===== config.mk =====
export PLATFORM = sky130hd
export DESIGN_NAME = icache_ctrl_sequencer
export DESIGN_NICKNAME = d
export VERILOG_FILES = /design/src/rtl/icache_ctrl_pkg.sv /design/src/rtl/icache_stat_counters.sv /design/src/rtl/icache_ctrl_sequencer.sv
export SDC_FILE = /design/constraint.sdc
export NUM_CORES = 2
export LEC_CHECK = 0
export BUFFER_PORTS_ARGS = -buffer_cell sky130_fd_sc_hd__buf_2
export CAP_MARGIN = 5
export CORE_AREA = 2 2 292 294
export DETAILED_ROUTE_END_ITERATION = 8
export DIE_AREA = 0 0 294 296
export PLACE_DENSITY = 0.75
export REMOVE_ABC_BUFFERS = 1
export SETUP_SLACK_MARGIN = 0.4
export SLEW_MARGIN = 20
export SYNTH_ARGS = -nofsm -noshare
export SYNTH_HDL_FRONTEND = slang
export SYNTH_SLANG_ARGS = --single-unit

===== constraint.sdc =====
create_clock -name clk_i -period 5.85 [get_ports clk_i]
set_input_delay 0.585 -clock clk_i [delete_from_list [all_inputs] [get_ports clk_i]]
set_output_delay 0.585 -clock clk_i [all_outputs]
set_load 0.05 [all_outputs]

===== src/rtl/icache_ctrl_pkg.sv =====
`default_nettype none
// ============================================================================
// Module   : icache_ctrl_pkg
// Brief    : Shared types and helpers for the banked icache control sequencer.
// Revision : 1.0 - initial release
// ============================================================================
package icache_ctrl_pkg;

    typedef enum logic [1:0] {
        EVT_HIT   = 2'd0,
        EVT_TRANS = 2'd1,
        EVT_MISS  = 2'd2,
        EVT_CONG  = 2'd3
    } evt_e;

    localparam int N_EVT = 4;

    typedef enum logic [2:0] {
        ST_IDLE       = 3'd0,
        ST_FLUSH_WAIT = 3'd1,
        ST_SEL_WAIT   = 3'd2,
        ST_BYP_WAIT   = 3'd3,
        ST_RELEASE    = 3'd4
    } state_e;

    // Counters narrower than SAT_W are zero-extended by the caller.
    localparam int SAT_W = 64;

    function automatic logic [SAT_W-1:0] sat_add(input logic [SAT_W-1:0] a,
                                                 input logic [SAT_W-1:0] b,
                                                 input logic [SAT_W-1:0] lim);
        logic [SAT_W:0] sum;
        sum = {1'b0, a} + {1'b0, b};
        if (sum > {1'b0, lim}) begin
            return lim;
        end
        return sum[SAT_W-1:0];
    endfunction

endpackage
`default_nettype wire


===== src/rtl/icache_stat_counters.sv =====
`default_nettype none
// ============================================================================
// Module   : icache_stat_counters
// Brief    : Per-bank and global saturating event counters.
// Revision : 1.0 - initial release
// ============================================================================
module icache_stat_counters
    import icache_ctrl_pkg::*;
#(
    parameter int NB_BANKS = 4,
    parameter int CNT_W    = 32
) (
    input  logic                            clk_i,
    input  logic                            rst_ni,
    input  logic                            enable_i,
    input  logic                            clear_i,
    input  logic [NB_BANKS*N_EVT-1:0]       evt_i,
    output logic [NB_BANKS*N_EVT*CNT_W-1:0] bank_count_o,
    output logic [N_EVT*CNT_W-1:0]          global_count_o
);

    localparam int N_CNT = NB_BANKS * N_EVT;
    localparam int POP_W = $clog2(NB_BANKS + 1);
    localparam logic [SAT_W-1:0] C_CNT_MAX = SAT_W'({CNT_W{1'b1}});

    logic [CNT_W-1:0] bank_cnt_q [N_CNT];
    logic [CNT_W-1:0] bank_cnt_d [N_CNT];
    logic [CNT_W-1:0] glob_cnt_q [N_EVT];
    logic [CNT_W-1:0] glob_cnt_d [N_EVT];
    logic [POP_W-1:0] evt_pop    [N_EVT];

    always_comb begin
        for (int e = 0; e < N_EVT; e++) begin
            evt_pop[e] = '0;
            for (int b = 0; b < NB_BANKS; b++) begin
                evt_pop[e] = evt_pop[e] + POP_W'(evt_i[b*N_EVT+e]);
            end
        end
        for (int i = 0; i < N_CNT; i++) begin
            bank_cnt_d[i] = bank_cnt_q[i];
            if (clear_i) begin
                bank_cnt_d[i] = '0;
            end else if (enable_i && evt_i[i]) begin
                bank_cnt_d[i] = CNT_W'(sat_add(SAT_W'(bank_cnt_q[i]), SAT_W'(1), C_CNT_MAX));
            end
        end
        for (int e = 0; e < N_EVT; e++) begin
            glob_cnt_d[e] = glob_cnt_q[e];
            if (clear_i) begin
                glob_cnt_d[e] = '0;
            end else if (enable_i) begin
                glob_cnt_d[e] = CNT_W'(sat_add(SAT_W'(glob_cnt_q[e]), SAT_W'(evt_pop[e]), C_CNT_MAX));
            end
        end
    end

    always_ff @(posedge clk_i or negedge rst_ni) begin
        if (!rst_ni) begin
            for (int i = 0; i < N_CNT; i++) bank_cnt_q[i] <= '0;
            for (int e = 0; e < N_EVT; e++) glob_cnt_q[e] <= '0;
        end else begin
            for (int i = 0; i < N_CNT; i++) bank_cnt_q[i] <= bank_cnt_d[i];
            for (int e = 0; e < N_EVT; e++) glob_cnt_q[e] <= glob_cnt_d[e];
        end
    end

    for (genvar i = 0; i < N_CNT; i++) begin : g_bank_out
        assign bank_count_o[i*CNT_W +: CNT_W] = bank_cnt_q[i];
    end

    for (genvar e = 0; e < N_EVT; e++) begin : g_glob_out
        assign global_count_o[e*CNT_W +: CNT_W] = glob_cnt_q[e];
    end

endmodule
`default_nettype wire


===== src/rtl/icache_ctrl_sequencer.sv =====
`default_nettype none
// ============================================================================
// Module   : icache_ctrl_sequencer
// Brief    : Fans master bypass/flush commands out to masked banks, merges acks.
// Revision : 1.0 - initial release
// ============================================================================
module icache_ctrl_sequencer
    import icache_ctrl_pkg::*;
#(
    parameter int NB_BANKS    = 4,
    parameter int ADDR_W      = 32,
    parameter int CNT_W       = 32,
    parameter int TIMEOUT_CYC = 1024
) (
    input  logic                            clk_i,
    input  logic                            rst_ni,
    input  logic [NB_BANKS-1:0]             bank_mask_i,
    input  logic                            bypass_req_i,
    output logic                            bypass_ack_o,
    input  logic                            flush_req_i,
    output logic                            flush_ack_o,
    input  logic                            sel_flush_req_i,
    input  logic [ADDR_W-1:0]               sel_flush_addr_i,
    output logic                            sel_flush_ack_o,
    output logic                            err_o,
    output logic [NB_BANKS-1:0]             bank_bypass_req_o,
    input  logic [NB_BANKS-1:0]             bank_bypass_ack_i,
    output logic [NB_BANKS-1:0]             bank_flush_req_o,
    input  logic [NB_BANKS-1:0]             bank_flush_ack_i,
    output logic [NB_BANKS-1:0]             bank_sel_flush_req_o,
    output logic [ADDR_W-1:0]               bank_sel_flush_addr_o,
    input  logic [NB_BANKS-1:0]             bank_sel_flush_ack_i,
    input  logic [NB_BANKS*N_EVT-1:0]       bank_evt_i,
    input  logic                            ctrl_enable_regs_i,
    input  logic                            ctrl_clear_regs_i,
    output logic [NB_BANKS*N_EVT*CNT_W-1:0] bank_count_o,
    output logic [N_EVT*CNT_W-1:0]          global_count_o
);

    localparam int TMO_W = (TIMEOUT_CYC > 1) ? $clog2(TIMEOUT_CYC) : 1;
    localparam logic [TMO_W-1:0] C_TMO_LOAD = TMO_W'((TIMEOUT_CYC > 0) ? TIMEOUT_CYC - 1 : 0);

    state_e              state_q, state_d;
    logic                mode_q, mode_d;
    logic                tgt_q, tgt_d;
    logic                rel_sel_q, rel_sel_d;
    logic [NB_BANKS-1:0] mask_q, mask_d;
    logic [NB_BANKS-1:0] pend_q, pend_d;
    logic [NB_BANKS-1:0] byp_lvl_q, byp_lvl_d;
    logic [NB_BANKS-1:0] byp_sts_q;
    logic [ADDR_W-1:0]   addr_q, addr_d;
    logic [TMO_W-1:0]    tmo_q, tmo_d;
    logic                in_wait, timeout, done, finish;

    // Bank bypass status is registered so bypass completion follows the same
    // one-cycle-after-registration timing as the flush channels.
    always_comb begin
        in_wait = (state_q == ST_FLUSH_WAIT) || (state_q == ST_SEL_WAIT) ||
                  (state_q == ST_BYP_WAIT);
        timeout = (TIMEOUT_CYC != 0) && in_wait && (tmo_q == '0);
        if (state_q == ST_BYP_WAIT) begin
            done = ((byp_sts_q ^ {NB_BANKS{tgt_q}}) & mask_q) == '0;
        end else begin
            done = (pend_q == '0);
        end
        finish = in_wait && (done || timeout);
    end

    always_comb begin
        state_d   = state_q;
        mode_d    = mode_q;
        tgt_d     = tgt_q;
        rel_sel_d = rel_sel_q;
        mask_d    = mask_q;
        pend_d    = pend_q;
        byp_lvl_d = byp_lvl_q;
        addr_d    = addr_q;
        tmo_d     = tmo_q;
        if (in_wait && (tmo_q != '0)) begin
            tmo_d = tmo_q - TMO_W'(1);
        end
        case (state_q)
            ST_IDLE: begin
                if (flush_req_i || sel_flush_req_i || (bypass_req_i != mode_q)) begin
                    mask_d = bank_mask_i;
                    pend_d = bank_mask_i;
                    tmo_d  = C_TMO_LOAD;
                end
                if (flush_req_i) begin
                    state_d = ST_FLUSH_WAIT;
                end else if (sel_flush_req_i) begin
                    state_d = ST_SEL_WAIT;
                    addr_d  = sel_flush_addr_i;
                end else if (bypass_req_i != mode_q) begin
                    state_d   = ST_BYP_WAIT;
                    tgt_d     = bypass_req_i;
                    byp_lvl_d = (byp_lvl_q & ~bank_mask_i) |
                                (bank_mask_i & {NB_BANKS{bypass_req_i}});
                end
            end
            ST_FLUSH_WAIT, ST_SEL_WAIT: begin
                pend_d = pend_q & ~((state_q == ST_FLUSH_WAIT) ? bank_flush_ack_i
                                                               : bank_sel_flush_ack_i);
                if (finish) begin
                    state_d   = ST_RELEASE;
                    pend_d    = '0;
                    rel_sel_d = (state_q == ST_SEL_WAIT);
                end
            end
            ST_BYP_WAIT: begin
                if (finish) begin
                    state_d = ST_IDLE;
                    mode_d  = tgt_q;
                end
            end
            ST_RELEASE: begin
                if (!(rel_sel_q ? sel_flush_req_i : flush_req_i)) begin
                    state_d = ST_IDLE;
                end
            end
            default: state_d = ST_IDLE;
        endcase
    end

    always_ff @(posedge clk_i or negedge rst_ni) begin
        if (!rst_ni) begin
            state_q   <= ST_IDLE;
            mode_q    <= 1'b0;
            tgt_q     <= 1'b0;
            rel_sel_q <= 1'b0;
            mask_q    <= '0;
            pend_q    <= '0;
            byp_lvl_q <= '0;
            byp_sts_q <= '0;
            addr_q    <= '0;
            tmo_q     <= '0;
        end else begin
            state_q   <= state_d;
            mode_q    <= mode_d;
            tgt_q     <= tgt_d;
            rel_sel_q <= rel_sel_d;
            mask_q    <= mask_d;
            pend_q    <= pend_d;
            byp_lvl_q <= byp_lvl_d;
            byp_sts_q <= bank_bypass_ack_i;
            addr_q    <= addr_d;
            tmo_q     <= tmo_d;
        end
    end

    // A timed-out command drops its bank requests in the same cycle as the ack.
    assign flush_ack_o           = finish && (state_q == ST_FLUSH_WAIT);
    assign sel_flush_ack_o       = finish && (state_q == ST_SEL_WAIT);
    assign err_o                 = timeout && !done;
    assign bypass_ack_o          = (finish && (state_q == ST_BYP_WAIT)) ? tgt_q : mode_q;
    assign bank_flush_req_o      = (state_q == ST_FLUSH_WAIT && !timeout) ? pend_q : '0;
    assign bank_sel_flush_req_o  = (state_q == ST_SEL_WAIT && !timeout) ? pend_q : '0;
    assign bank_bypass_req_o     = byp_lvl_q;
    assign bank_sel_flush_addr_o = addr_q;

    icache_stat_counters #(
        .NB_BANKS (NB_BANKS),
        .CNT_W    (CNT_W)
    ) u_stat_counters (
        .clk_i          (clk_i),
        .rst_ni         (rst_ni),
        .enable_i       (ctrl_enable_regs_i),
        .clear_i        (ctrl_clear_regs_i),
        .evt_i          (bank_evt_i),
        .bank_count_o   (bank_count_o),
        .global_count_o (global_count_o)
    );

endmodule
`default_nettype wire


==> impl_metrics.tcl <==
set metrics [dict create \
    run_status "complete, no violations" \
    ys.flop_type "sky130_fd_sc_hd__dfrtp_1" \
    largest_family_of_logic_cells_by_synthesized_area "simple AND/OR/NAND/NOR gates" \
    drt_pre_antenna_iters 6 \
    avgSynthCellArea_um2 8.26 \
    post_synth_num_cell_types 95 \
    routed_wire_length_per_instance_um 22.3 \
    cp-end-kind "primary output" \
    insertion_delay_ns 0.66 \
    tightestPinTransition_ns 1.18 \
    hold_viol_final 0 \
    grt_pass1_wl_um 239000 \
    timing.final.crit_share_pct 69.9 \
    chipWidth_um 294 \
    synth_largest_type_area_fraction_pct 40.8 \
    synth-seq-area-share_pct 40.8 \
    pin_count 759 \
    wl_um 155000 \
    post_synth_and_or_nand_nor_area_fraction_pct 26.1 \
    slew-limit-headroom_pct 20.7 \
    utilization_pct 60.0 \
    initial_utilization_pct 51.3 \
    max_cap_viol_count 0 \
    r2r.worst_path.cells 10 \
    rsz0062_at_grt "false" \
    core_area_um2 84200 \
    synth_adder_area_share_pct 1.91 \
    min_from "bank_bypass_ack_i[0]" \
    floorplan.die_area_um2 87000 \
    placementRows 107 \
    cp.arrival_ns 3.50 \
    vias 44100 \
    detail_route.drc_violations 0 \
    post-place-cells 6819 \
    yosys_register_bits 704 \
    number_of_global_route_vias_before_repair 40700 \
    drt_iter0_markers 4245 \
    post-route-min-period_ns 4.09 \
    power.density_nw_per_um2 246 \
    port_buffers 758 \
    post_cts_resize_count 0 \
    post_synth_edffs 0 \
    place.detailed.hpwl_um 112000 \
    hold_path_depth 1 \
    cts_buffers 82 \
    worst_setup_hold_path_clk_slew_ns 0.06 \
    tritoncts_clock_tree "built" \
    fin_worst_skew_ns 0.0414 \
    power_report.internal_total_w 0.00871 \
    timing.final.max_slew_violations 0 \
    worst_ir_drop_vdd_mv 0.282 \
    synth_top_cells_by_area "sky130_fd_sc_hd__dfrtp_1 41%, sky130_fd_sc_hd__o21ai_0 7.8%, sky130_fd_sc_hd__nor2_1 4.7%, sky130_fd_sc_hd__nand2_1 4.4%, sky130_fd_sc_hd__nand3_1 3.6%" \
    synthesis.yosys.warnings 0 \
    drive_gt1_share_pct 17.7 \
    overflow 0 \
    tns_ns 0 \
    hold_class "input pin to flip-flop" \
    share_of_the_synthesized_netlist_area_taken_by_xor_and_xnor_gates_pct 6.99 \
    netSwitchingFraction_pct 30.0 \
    clockPowerShare_pct 43.5 \
    synth-compound-area-share_pct 18.6 \
    asyncSetResetFlopFracSynth_pct 100 \
    p_leak_nw 22.8 \
    final_cells 6977 \
    p_sw_w 0.00373 \
    grtUsageTotal_pct 34.4 \
    timing.critical_path.fanout_max 9 \
    cp-start-kind "flip-flop" \
    synth_area_leader "sky130_fd_sc_hd__dfrtp_1" \
    nets 5946 \
    clock_tree.htree_level_count 3 \
    yosys-mux-area-fraction_pct 1.65 \
    synth_top_cells_by_count "704 x sky130_fd_sc_hd__dfrtp_1, 673 x sky130_fd_sc_hd__o21ai_0, 537 x sky130_fd_sc_hd__nor2_1" \
    crit_path_start "tmo_q[0]" \
    areaGrowthSynthToFinish_pct 16.9 \
    ant_nets 0 \
    worst_r2r_startpoint "u_stat_counters.bank_count_o[320]" \
    synth.most_common_cell "sky130_fd_sc_hd__dfrtp_1" \
    crit_required_ns 5.27 \
    comb_power_share_pct 14.4 \
    grt_max_degree 152 \
    routed_via_density 6.33 \
    fmax_mhz 245 \
    gp_congestion 0.971 \
    setup_viol 0 \
    die_height_um 296 \
    cts_max_path_buffers 3 \
    cts_sinks 704 \
    cts-root-buf "sky130_fd_sc_hd__clkbuf_16" \
    post_synth_instance_area_um2 43200 \
    setup.worst_path.class "flip-flop to primary output" \
    number_of_instances_in_the_synthesized_netlist 5230 \
    share_seq_of_total_power_pct 42.2 \
    antenna_found_initial 9 \
]
## kinds of logic (layout without fill, tap and decap cells)
kind of cell | count (synthesis) | count (layout)
other | 0 | 6
XOR/XNOR | 345 | 345
flip-flops | 704 | 704
multiplexers | 67 | 67
AO/OA/AOI/OAI | 1350 | 1350
adder cells (fa/ha/maj) | 61 | 61
buffers and inverters | 444 | 1095
AND/OR/NAND/NOR | 2259 | 2259
## registers in the layout (all words and copies together) (netlist names), named ones only
register,cells
bank_sel_flush_addr_o,32
byp_sts_q,4
mask_q,4
tmo_q,10
u_stat_counters.global_count_o,128
pend_q,4
u_stat_counters.bank_count_o,512
state_q,3
mode_q,1
rel_sel_q,1
tgt_q,1
## layout make-up
type | instances | area, µm²
sequential | 704 | 17600
tap | 1090 | 1360
inverter | 151 | 567
clock buffer | 117 | 2380
timing repair buffer | 793 | 4150
antenna | 6 | 15.0
clock inverter | 34 | 459
fill | 7529 | 33700
multi-input combinational | 4082 | 24000
## cells in the final DEF (no fill, tap or decap), types with 42 or more instances in the layout
master / instances
sky130_fd_sc_hd__nand2_1: 500
sky130_fd_sc_hd__clkbuf_16: 82
sky130_fd_sc_hd__buf_2: 755
sky130_fd_sc_hd__nor4_1: 90
sky130_fd_sc_hd__nand3_1: 311
sky130_fd_sc_hd__dfrtp_1: 704
sky130_fd_sc_hd__nor2_1: 534
sky130_fd_sc_hd__a21oi_1: 219
sky130_fd_sc_hd__a31oi_1: 114
sky130_fd_sc_hd__and2_1: 53
sky130_fd_sc_hd__a21o_1: 42
sky130_fd_sc_hd__nor3_1: 204
sky130_fd_sc_hd__a211oi_1: 46
sky130_fd_sc_hd__o21ai_0: 673
sky130_fd_sc_hd__nand4_1: 178
sky130_fd_sc_hd__inv_1: 148
sky130_fd_sc_hd__and3_1: 144
sky130_fd_sc_hd__xnor2_1: 172
sky130_fd_sc_hd__xor2_1: 173
sky130_fd_sc_hd__ha_1: 53
## routing by layer
metal / global-route usage, % / vias to the layer above / share of wire, %
li1: - / 20200 / -
met1: 44.0 / 21400 / 39
met2: 52.4 / 2054 / 45
met3: 10.1 / 441 / 9.9
met4: 19.1 / 4 / 6.1
met5: 0 / - / 0.014
## power by group through the flow
stage	registers, W	logic, W	clock network, W
after global placement	0.00532	0.00176	0
after floorplan	0.00580	0.000649	0
after CTS	0.00524	0.00179	0.00548
after global routing	0.00527	0.00191	0.00567
after detailed placement	0.00533	0.00179	0
final	0.00525	0.00179	0.00541
## timing repair
item,4_1_cts,5_1_grt
hold endpoints to repair,58,0
hold buffers,1,0
setup endpoints to repair,0,0
buffers inserted,0,0
## worst max-delay path, stage by stage (launching register included)
cell and delay [ns]:
sky130_fd_sc_hd__dfrtp_1 0.39, sky130_fd_sc_hd__inv_1 0.09, sky130_fd_sc_hd__ha_1 0.16, sky130_fd_sc_hd__or4b_2 0.63, sky130_fd_sc_hd__or4_1 0.66, sky130_fd_sc_hd__nand2b_1 0.29, sky130_fd_sc_hd__nand3_1 0.12, sky130_fd_sc_hd__mux2_2 0.32
sky130_fd_sc_hd__buf_2 0.22
## metrics by stage
stage	instance area (µm²)	total power (W)	worst slack, ns	hold slack (ns)
after detailed placement	47600	0.00711	1.25	0.489
after global routing	50500	0.0128	1.63	0.0280
final	50500	0.0124	1.76	0.0623
after global placement	47600	0.00707	1.35	0.483
after floorplan	42100	0.00645	2.00	0.289
after CTS	50500	0.0125	1.74	0.0263
## final timing paths
check	end	slack (ns)
setup reg to reg	u_stat_counters.bank_count_o[332]	1.91
min in group asynchronous	u_stat_counters.bank_count_o[292]	0.48
setup / recovery	bypass_ack_o	1.76
max in group asynchronous	u_stat_counters.bank_count_o[16]	3.87
hold reg to reg	bank_sel_flush_addr_o[11]	0.50
hold / removal	byp_sts_q[0]	0.06
No activity file was read; power rests on OpenSTA's default activity.
